==> config.mk <==
export PLATFORM = sky130hd
export DESIGN_NAME = player_input_conditioner
export DESIGN_NICKNAME = d
export VERILOG_FILES = /design/src/rtl/game_pkg.sv /design/src/rtl/player_input_channel.sv /design/src/rtl/player_input_conditioner.sv
export SDC_FILE = /design/constraint.sdc
export NUM_CORES = 1
export LEC_CHECK = 0
export CAP_MARGIN = 40
export CORE_MARGIN = 3
export CORE_UTILIZATION = 42
export CTS_BUF_LIST = sky130_fd_sc_hd__clkbuf_4 sky130_fd_sc_hd__clkbuf_8
export CTS_CLUSTER_DIAMETER = 30
export DETAILED_ROUTE_END_ITERATION = 6
export GPL_TIMING_DRIVEN = 0
export MAX_ROUTING_LAYER = met4
export PLACE_DENSITY = 0.59
export RECOVER_POWER = 25
export SLEW_MARGIN = 20
export SYNTH_ARGS = -nofsm -noshare
export SYNTH_HDL_FRONTEND = slang
export SYNTH_SLANG_ARGS = --single-unit
==> constraint.sdc <==
create_clock -name clk -period 9 [get_ports clk]
set_input_delay 0.9 -clock clk [delete_from_list [all_inputs] [get_ports clk]]
set_output_delay 0.9 -clock clk [all_outputs]
set_load 0.02 [all_outputs]
==> src/rtl/game_pkg.sv <==
// Shared types and constants for the game front end: player count, choice width, channel FSM states.
// Pure definitions, no logic or timing of its own.
package game_pkg;
    localparam int NUM_PLAYERS  = 6;
    localparam int CHOICE_W     = 3;
    localparam int CHOICE_BUS_W = NUM_PLAYERS * CHOICE_W;

    typedef enum logic [1:0] {
        IDLE  = 2'd0,
        LOAD  = 2'd1,
        PULSE = 2'd2
    } chan_state_t;

    // Player idx occupies bits [CHOICE_W*idx +: CHOICE_W] of a packed choice bus.
    function automatic logic [CHOICE_W-1:0] choice_slice(input logic [CHOICE_BUS_W-1:0] bus,
                                                         input int idx);
        return bus[idx*CHOICE_W +: CHOICE_W];
    endfunction
endpackage

==> src/rtl/player_input_channel.sv <==
// One player: synchronize button+choice, debounce the button, emit a choice-then-pulse per accepted press.
// Latency: SYNC_STAGES + DEBOUNCE_CYCLES to accept, choice one cycle later, pulse the cycle after that.
// No backpressure: presses arriving while busy or while accept_en is low are dropped, never queued.
module player_input_channel
    import game_pkg::*;
#(
    parameter int unsigned DEBOUNCE_CYCLES = 50000,
    parameter int unsigned PULSE_CYCLES    = 4,
    parameter int unsigned SYNC_STAGES     = 2
) (
    input  logic                clk,
    input  logic                rst_n,
    input  logic                btn_raw,
    input  logic [CHOICE_W-1:0] choice_raw,
    input  logic                accept_en,
    output logic                player_clk,
    output logic [CHOICE_W-1:0] player_choice,
    output logic                press_seen,
    output logic                busy,
    output logic                pulse_end
);
    localparam int CNT_W = $clog2(DEBOUNCE_CYCLES + 1);
    localparam int PW    = $clog2(PULSE_CYCLES + 1);
    localparam logic [CNT_W-1:0] DB_LAST   = CNT_W'(DEBOUNCE_CYCLES - 1);
    localparam logic [PW-1:0]    PULSE_TOP = PW'(PULSE_CYCLES - 1);

    logic [SYNC_STAGES-1:0][CHOICE_W:0] sync_q;
    logic                sync_btn;
    logic [CHOICE_W-1:0] sync_choice;
    logic [CNT_W-1:0]    db_cnt;
    logic                stable;
    logic                stable_q;
    logic                press;
    chan_state_t         state;
    logic [PW-1:0]       pulse_cnt;

    assign sync_btn    = sync_q[SYNC_STAGES-1][0];
    assign sync_choice = sync_q[SYNC_STAGES-1][CHOICE_W:1];
    assign press       = stable & ~stable_q;
    assign busy        = (state != IDLE);
    assign pulse_end   = (state == PULSE) && (pulse_cnt == '0);

    // Choice bits share the button's synchronizer so both arrive with equal delay.
    always_ff @(posedge clk or negedge rst_n) begin
        if (!rst_n) begin
            sync_q <= '0;
        end else begin
            sync_q[0] <= {choice_raw, btn_raw};
            for (int s = 1; s < SYNC_STAGES; s++) begin
                sync_q[s] <= sync_q[s-1];
            end
        end
    end

    always_ff @(posedge clk or negedge rst_n) begin
        if (!rst_n) begin
            db_cnt   <= '0;
            stable   <= 1'b0;
            stable_q <= 1'b0;
        end else begin
            stable_q <= stable;
            if (sync_btn == stable) begin
                db_cnt <= '0;
            end else if (db_cnt == DB_LAST) begin
                stable <= sync_btn;
                db_cnt <= '0;
            end else begin
                db_cnt <= db_cnt + 1'b1;
            end
        end
    end

    always_ff @(posedge clk or negedge rst_n) begin
        if (!rst_n) begin
            state         <= IDLE;
            pulse_cnt     <= '0;
            player_clk    <= 1'b0;
            player_choice <= '0;
            press_seen    <= 1'b0;
        end else begin
            case (state)
                IDLE: begin
                    if (press && accept_en) begin
                        state         <= LOAD;
                        player_choice <= sync_choice;
                        press_seen    <= 1'b1;
                    end
                end
                LOAD: begin
                    state      <= PULSE;
                    player_clk <= 1'b1;
                    pulse_cnt  <= PULSE_TOP;
                end
                PULSE: begin
                    if (pulse_cnt == '0) begin
                        player_clk <= 1'b0;
                        state      <= IDLE;
                    end else begin
                        pulse_cnt <= pulse_cnt - 1'b1;
                    end
                end
                default: begin
                    state      <= IDLE;
                    player_clk <= 1'b0;
                end
            endcase
        end
    end
endmodule

==> src/rtl/player_input_conditioner.sv <==
// Conditions six players' raw buttons/choices into clean press pulses plus held choices for the game FSM.
// Latency: per channel, choice valid one cycle before its pulse; reset assert is async, release is synchronized.
// No backpressure: game_over (and PLAYER_INPUT_LOCKOUT_EN's global lockout, when defined) drops new presses.
module player_input_conditioner
    import game_pkg::*;
#(
    parameter int unsigned DEBOUNCE_CYCLES = 50000,
    parameter int unsigned PULSE_CYCLES    = 4,
    parameter int unsigned SYNC_STAGES     = 2
) (
    input  logic                    clk,
    input  logic                    reset_n,
    input  logic [NUM_PLAYERS-1:0]  btn_raw,
    input  logic [CHOICE_BUS_W-1:0] choice_raw,
    input  logic                    game_over,
    output logic [NUM_PLAYERS-1:0]  player_clk,
    output logic [CHOICE_BUS_W-1:0] player_choice,
    output logic [NUM_PLAYERS-1:0]  press_seen
);
    logic [1:0]             rst_sync;
    logic                   rst_n;
    logic                   accept_en;
    logic [NUM_PLAYERS-1:0] busy;
    logic [NUM_PLAYERS-1:0] pulse_end;

    always_ff @(posedge clk or negedge reset_n) begin
        if (!reset_n) begin
            rst_sync <= '0;
        end else begin
            rst_sync <= {rst_sync[0], 1'b1};
        end
    end
    assign rst_n = rst_sync[1];

`ifdef PLAYER_INPUT_LOCKOUT_EN
    localparam int LW = $clog2(PULSE_CYCLES + 1);
    logic [LW-1:0] lock_cnt;

    // Any finishing pulse arms a global quiet window; any busy channel blocks new starts.
    always_ff @(posedge clk or negedge rst_n) begin
        if (!rst_n) begin
            lock_cnt <= '0;
        end else if (|pulse_end) begin
            lock_cnt <= LW'(PULSE_CYCLES);
        end else if (lock_cnt != '0) begin
            lock_cnt <= lock_cnt - 1'b1;
        end
    end
    assign accept_en = ~game_over && (lock_cnt == '0) && ~(|busy);
`else
    logic unused_status;
    assign unused_status = ^{busy, pulse_end};
    assign accept_en     = ~game_over;
`endif

    for (genvar i = 0; i < NUM_PLAYERS; i++) begin : g_chan
        player_input_channel #(
            .DEBOUNCE_CYCLES (DEBOUNCE_CYCLES),
            .PULSE_CYCLES    (PULSE_CYCLES),
            .SYNC_STAGES     (SYNC_STAGES)
        ) u_chan (
            .clk           (clk),
            .rst_n         (rst_n),
            .btn_raw       (btn_raw[i]),
            .choice_raw    (choice_slice(choice_raw, i)),
            .accept_en     (accept_en),
            .player_clk    (player_clk[i]),
            .player_choice (player_choice[i*CHOICE_W +: CHOICE_W]),
            .press_seen    (press_seen[i]),
            .busy          (busy[i]),
            .pulse_end     (pulse_end[i])
        );
    end
endmodule

==> After elaboration in Yosys (flattened, before gate mapping) <==
Cells that the tools add are included.
{ "word_totals": {"regBits": 218, "inputBits": 27, "output_inout_bits": 30, "word_cells": 248} }
{ "classes": {"n_addsub": 12, "n_eq_ne": 42, "mux": 54, "bitwise": 25, "n_reduce_logical": 54} }
{ "op_table": {"columns": ["op", "count"], "rows": [
  ["$mux W16", 12],
  ["$add A16 B1 Y16 const B", 6],
  ["$eq A16 B16 Y1 const B", 6],
  ["$reduce_and A2 Y1", 30],
  ["$pmux W2 S3", 6],
  ["$pmux W3 S2", 6],
  ["$mux W2", 12],
  ["$ne A2 B2 Y1 const B", 12],
  ["$not A1 Y1", 19],
  ["$logic_not A3 Y1", 6],
  ["$mux W3", 6],
  ["$pmux W1 S3", 6],
  ["$sub A3 B1 Y3 const B", 6],
  ["$eq A2 B1 Y1 const B", 6],
  ["$eq A2 B2 Y1 const B", 6],
  ["$logic_not A2 Y1", 6],
  ["$ne A2 B1 Y1 const B", 6],
  ["$reduce_bool A2 Y1", 6],
  ["$and A1 B1 Y1", 6],
  ["$eq A1 B1 Y1", 6],
  ["$logic_and A1 B1 Y1", 6],
  ["$mux W1", 6]
]} }

==> Longest topological paths before layout <==
{ "logic_depth": {"depth_word": 5, "ltp_mapped": 7, "ltp_nobuf": 7} }

==> By module <==
From an unflattened synthesis, not the netlist that was laid out.
{ "unflattened": {"cells_unflattened": 803, "area_unflattened_um2": 9332.7} }
{ "by_module_without_submodules": {"columns": ["mod", "n_inst", "cells_each", "area_per_inst_um2", "seq_area_each_um2"], "rows": [
  ["player_input_channel at g_chan[0].u_chan ...", 5, 133, 1535.2, 900.9],
  ["player_input_channel at g_chan[5].u_chan", 1, 134, 1599.0, 900.9],
  ["player_input_conditioner", 1, 4, 57.6, 50.0]
]} }

==> Worst setup path before layout <==
No wires, ideal clock.
{ "synth_timing": {"path_type": "input port to flip-flop", "startpoint": "input game_over", "endpoint": "register g_chan[3].u_chan.player_choice[0]", "setup_time_ns": 0.125, "arrival_time_ns": 1.666, "required_time_ns": 8.875, "slack_ns": 7.210, "path_stages": 2, "path_buffers": 0, "cell_sequence": "nor4_2 -> mux2_2"} }
{ "synth_via": {"elab_chain_cells": 3} }
{ "synth_rtl": {"columns": ["item", "line_no", "text"], "rows": [
  ["from (decl)", "player_input_conditioner.sv:15", "input logic game_over,"],
  ["$not A1 Y1", "player_input_conditioner.sv:53", "assign accept_en = ~game_over;"],
  ["$logic_and A1 B1 Y1", "player_input_channel.sv:83", "if (press && accept_en) begin"],
  ["$reduce_and A2 Y1 (no source line)", null, null],
  ["to (signal assigned)", "player_input_channel.sv:85", "player_choice <= sync_choice;"],
  ["to (decl)", "player_input_channel.sv:17", "output logic [CHOICE_W-1:0] player_choice,"]
]} }
No other way between the ends.
A chain may end at the register's enable or synchronous reset.

==> results.json <==
{
  "relSlewSlack_pct": -26.19,
  "worst_ep_required_time_ns": 9.27,
  "clk_pin_slew_ns": 0.05,
  "path_max_fanout": 33,
  "post-route-util_pct": 52.59,
  "finalWirelength_mm": 15.62,
  "drv_slew": 33,
  "final_cell_area_um2": 11090,
  "fmax_mhz": 338.1,
  "holdBufCountCts": 0,
  "avgSynthCellArea_um2": 11.50,
  "num_io_pins": 57,
  "cp.arrival_ns": 3.22,
  "layout_common_cells": "dfrtp_1 (218), nor2_1 (114), xnor2_1 (65)",
  "setup_violations": 0,
  "drc_errors": 0,
  "synth_area_leader_cell": "dfrtp_1",
  "cap_violations": 1,
  "dr_total_vias": 5924,
  "path_delay_family": "buffers and inverters",
  "first_global_vias": 5900,
  "synth-seq-cells": 218,
  "gp_congestion": 0.7728,
  "postCtsResizedCells": 0,
  "async_reset_ff_share_pct": 100.0,
  "min_path_type": "reg2reg",
  "post_cts_buffers": 0,
  "synth_edf_count": 0,
  "grt_overflow": 0,
  "antenna_found_initial": 1,
  "critical_path.max_stage_delay_ns": 1.43,
  "total_power_mw": 2.355,
  "min_period_over_period_pct": 32.86,
  "cts_tree": "built",
  "syn_area_um2": 9064,
  "portBuffers": 56,
  "busiest_layer": "met2",
  "core_um2": 21090,
  "synth_warnings": 0,
  "grt_pass1_wl_mm": 27.66,
  "irDropWorstVdd_uv": 135.5,
  "critPathSlowestCell": "clkbuf_1",
  "use_met3_pct": 3.879,
  "hold_viol": 0,
  "syn_to_final_growth_pct": 22.36,
  "drive_gt1_share_pct": 14.81,
  "die_h_um": 152.9,
  "row_count": 53,
  "cts.sinks": 218,
  "clock_latency_ns": 0.54,
  "path_cells": "clkbuf_1",
  "grt_start_max_net_pins": 56,
  "outcome": "finished, violations left",
  "grt_use_met1_pct": 19.65,
  "ys_seq_area_share_pct": 60.19,
  "clock_path_buffers": 3,
  "cp-start-kind": "register",
  "synth_top_area_share_pct": 60.19,
  "rsz0062_at_grt": "no",
  "die_w_um": 152.9,
  "ys.flop_type": "dfrtp_1",
  "power_density_nw_per_um2": 212.3,
  "whs_ns": 0.3428,
  "cts-buffers-inserted": 47,
  "violations": "max-capacitance violations, max-slew violations",
  "yosys-top-cells-area": "dfrtp_1 (60%), xnor2_1 (6.3%), nor2_1 (4.7%), mux2_2 (3.4%), ha_1 (2.5%)",
  "start_util_pct": 42.98,
  "p_leak_nw": 4.851,
  "critical_path_class": "reg2async",
  "final_common_cell": "dfrtp_1",
  "regArea_um2": 5455,
  "nFillCells": 1867,
  "via_per_inst": 4.904,
  "syn_nets": 833,
  "post-place-cells": 1123,
  "grt_usage_pct": 14.29,
  "clock_skew_ns": 0.02059,
  "dp_hpwl_mm": 10.27,
  "ys_types": 47,
  "ant_nets": 0,
  "wl_per_cell_um": 12.93,
  "postPlaceCellArea_um2": 10070,
  "nNetsFinal": 942,
  "synthCells": 788,
  "fin_crit_ns": 2.957,
  "dieArea_um2": 23380,
  "cts_root_buf": "clkbuf_8",
  "crit_buf_inv": 1,
  "multi_input_area_um2": 3277,
  "drt_first_pass_iters": 6,
  "first_iter_violations": 299,
  "htreeDepth": 2,
  "worst_pin_slew_ns": 1.893,
  "met2_usage_pct": 20.21,
  "end_kind": "async pin",
  "fin_cells": 1208
}
## cell type report
| type | instances | share of cell area (%) |
|---|---|---|
| diodes | 1 | 0.02256 |
| plain buffers | 25 | 1.500 |
| clock buffers | 64 | 7.491 |
| clock inverters | 20 | 1.828 |
| inverters | 44 | 1.489 |
| multi-input cells | 501 | 29.55 |
| flip-flops and latches | 218 | 49.19 |
| well taps | 275 | 3.102 |
| repair buffers | 60 | 5.833 |
## final timing paths
path	cells past startpoint	end	startpoint	slack (ns)
max	1	g_chan[5].u_chan.state[0]	rst_sync[1]	6.04
min	0	g_chan[1].u_chan.sync_choice[0]	g_chan[1].u_chan.sync_q[1]	0.34
max reg2reg	1	g_chan[5].u_chan.state[0]	rst_sync[1]	6.04
min reg2reg	0	g_chan[1].u_chan.sync_choice[0]	g_chan[1].u_chan.sync_q[1]	0.34
max in group clk	2	player_clk[1]	g_chan[1].u_chan.player_clk	6.46
min in group asynchronous	0	g_chan[0].u_chan.sync_choice[1]	rst_sync[1]	0.55
## sequential cells by signal (all words and copies together) (netlist names)
signal,cells
g_chan.u_chan.db_cnt,96
g_chan.u_chan.press_seen,6
g_chan.u_chan.sync_btn,6
g_chan.u_chan.stable,6
g_chan.u_chan.stable_q,6
g_chan.u_chan.sync_q,24
rst_sync,2
g_chan.u_chan.player_choice,18
g_chan.u_chan.sync_choice,18
g_chan.u_chan.pulse_cnt,18
g_chan.u_chan.player_clk,6
g_chan.u_chan.state,12
## Yosys cell counts, drive strengths merged (2+ instances only)
| cell | n |
|---|---|
| dfrtp | 218 |
| nor2 | 114 |
| xnor2 | 65 |
| inv | 44 |
| nand2 | 38 |
| nand3 | 31 |
| mux2 | 28 |
| nor4 | 27 |
| nand4 | 26 |
| nor3 | 23 |
| xor2 | 19 |
| ha | 18 |
| a21oi | 17 |
| buf | 15 |
| o22a | 12 |
| clkbuf | 10 |
| nand2b | 9 |
| o21ai | 9 |
| and3 | 8 |
| nor4bb | 8 |
| o22ai | 5 |
| mux2i | 4 |
| nor4b | 4 |
| o21a | 4 |
| or2 | 4 |
| or3 | 4 |
| a22oi | 3 |
| and4 | 3 |
| a31o | 2 |
| nand4b | 2 |
| nand4bb | 2 |
| or4 | 2 |
## metrics by stage
stage / TNS [ns] / setup slack (ns)
6_report: 0 / 6.043
5_1_grt: 0 / 5.357
4_1_cts: 0 / 6.393
3_5_place_dp: 0 / 6.142
3_3_place_gp: -11.83 / -0.07009
2_1_floorplan: 0 / 2.475
## routing by layer
metal | vias to the layer above | wire, um
li1 | 2935 | -
met1 | 2848 | 7749
met2 | 101 | 6616
met3 | 40 | 848
met4 | 0 | 403
met5 | - | 0
## cell families (layout without fill, tap and decap cells)
group / Yosys count / after routing / share of synthesized area [%]
buffers and inverters: 69 / 213 / 3.658
AO/OA/AOI/OAI: 57 / 57 / 4.155
flip-flops: 218 / 218 / 60.19
other: 1 / 2 / 0.04137
adder cells (fa/ha/maj): 18 / 18 / 2.485
multiplexers: 32 / 32 / 3.920
AND/OR/NAND/NOR: 309 / 309 / 17.44
XOR/XNOR: 84 / 84 / 8.117
## report_power, final
part	switching [mW]	internal, mW	total [mW]	leakage, nW
Clock	0.439	0.691	1.13	0.536
Sequential	0.0299	1.03	1.06	2.85
Combinational	0.0825	0.0857	0.168	1.46
Total	0.551	1.80	2.35	4.85
(Power assumes the default switching activity.)
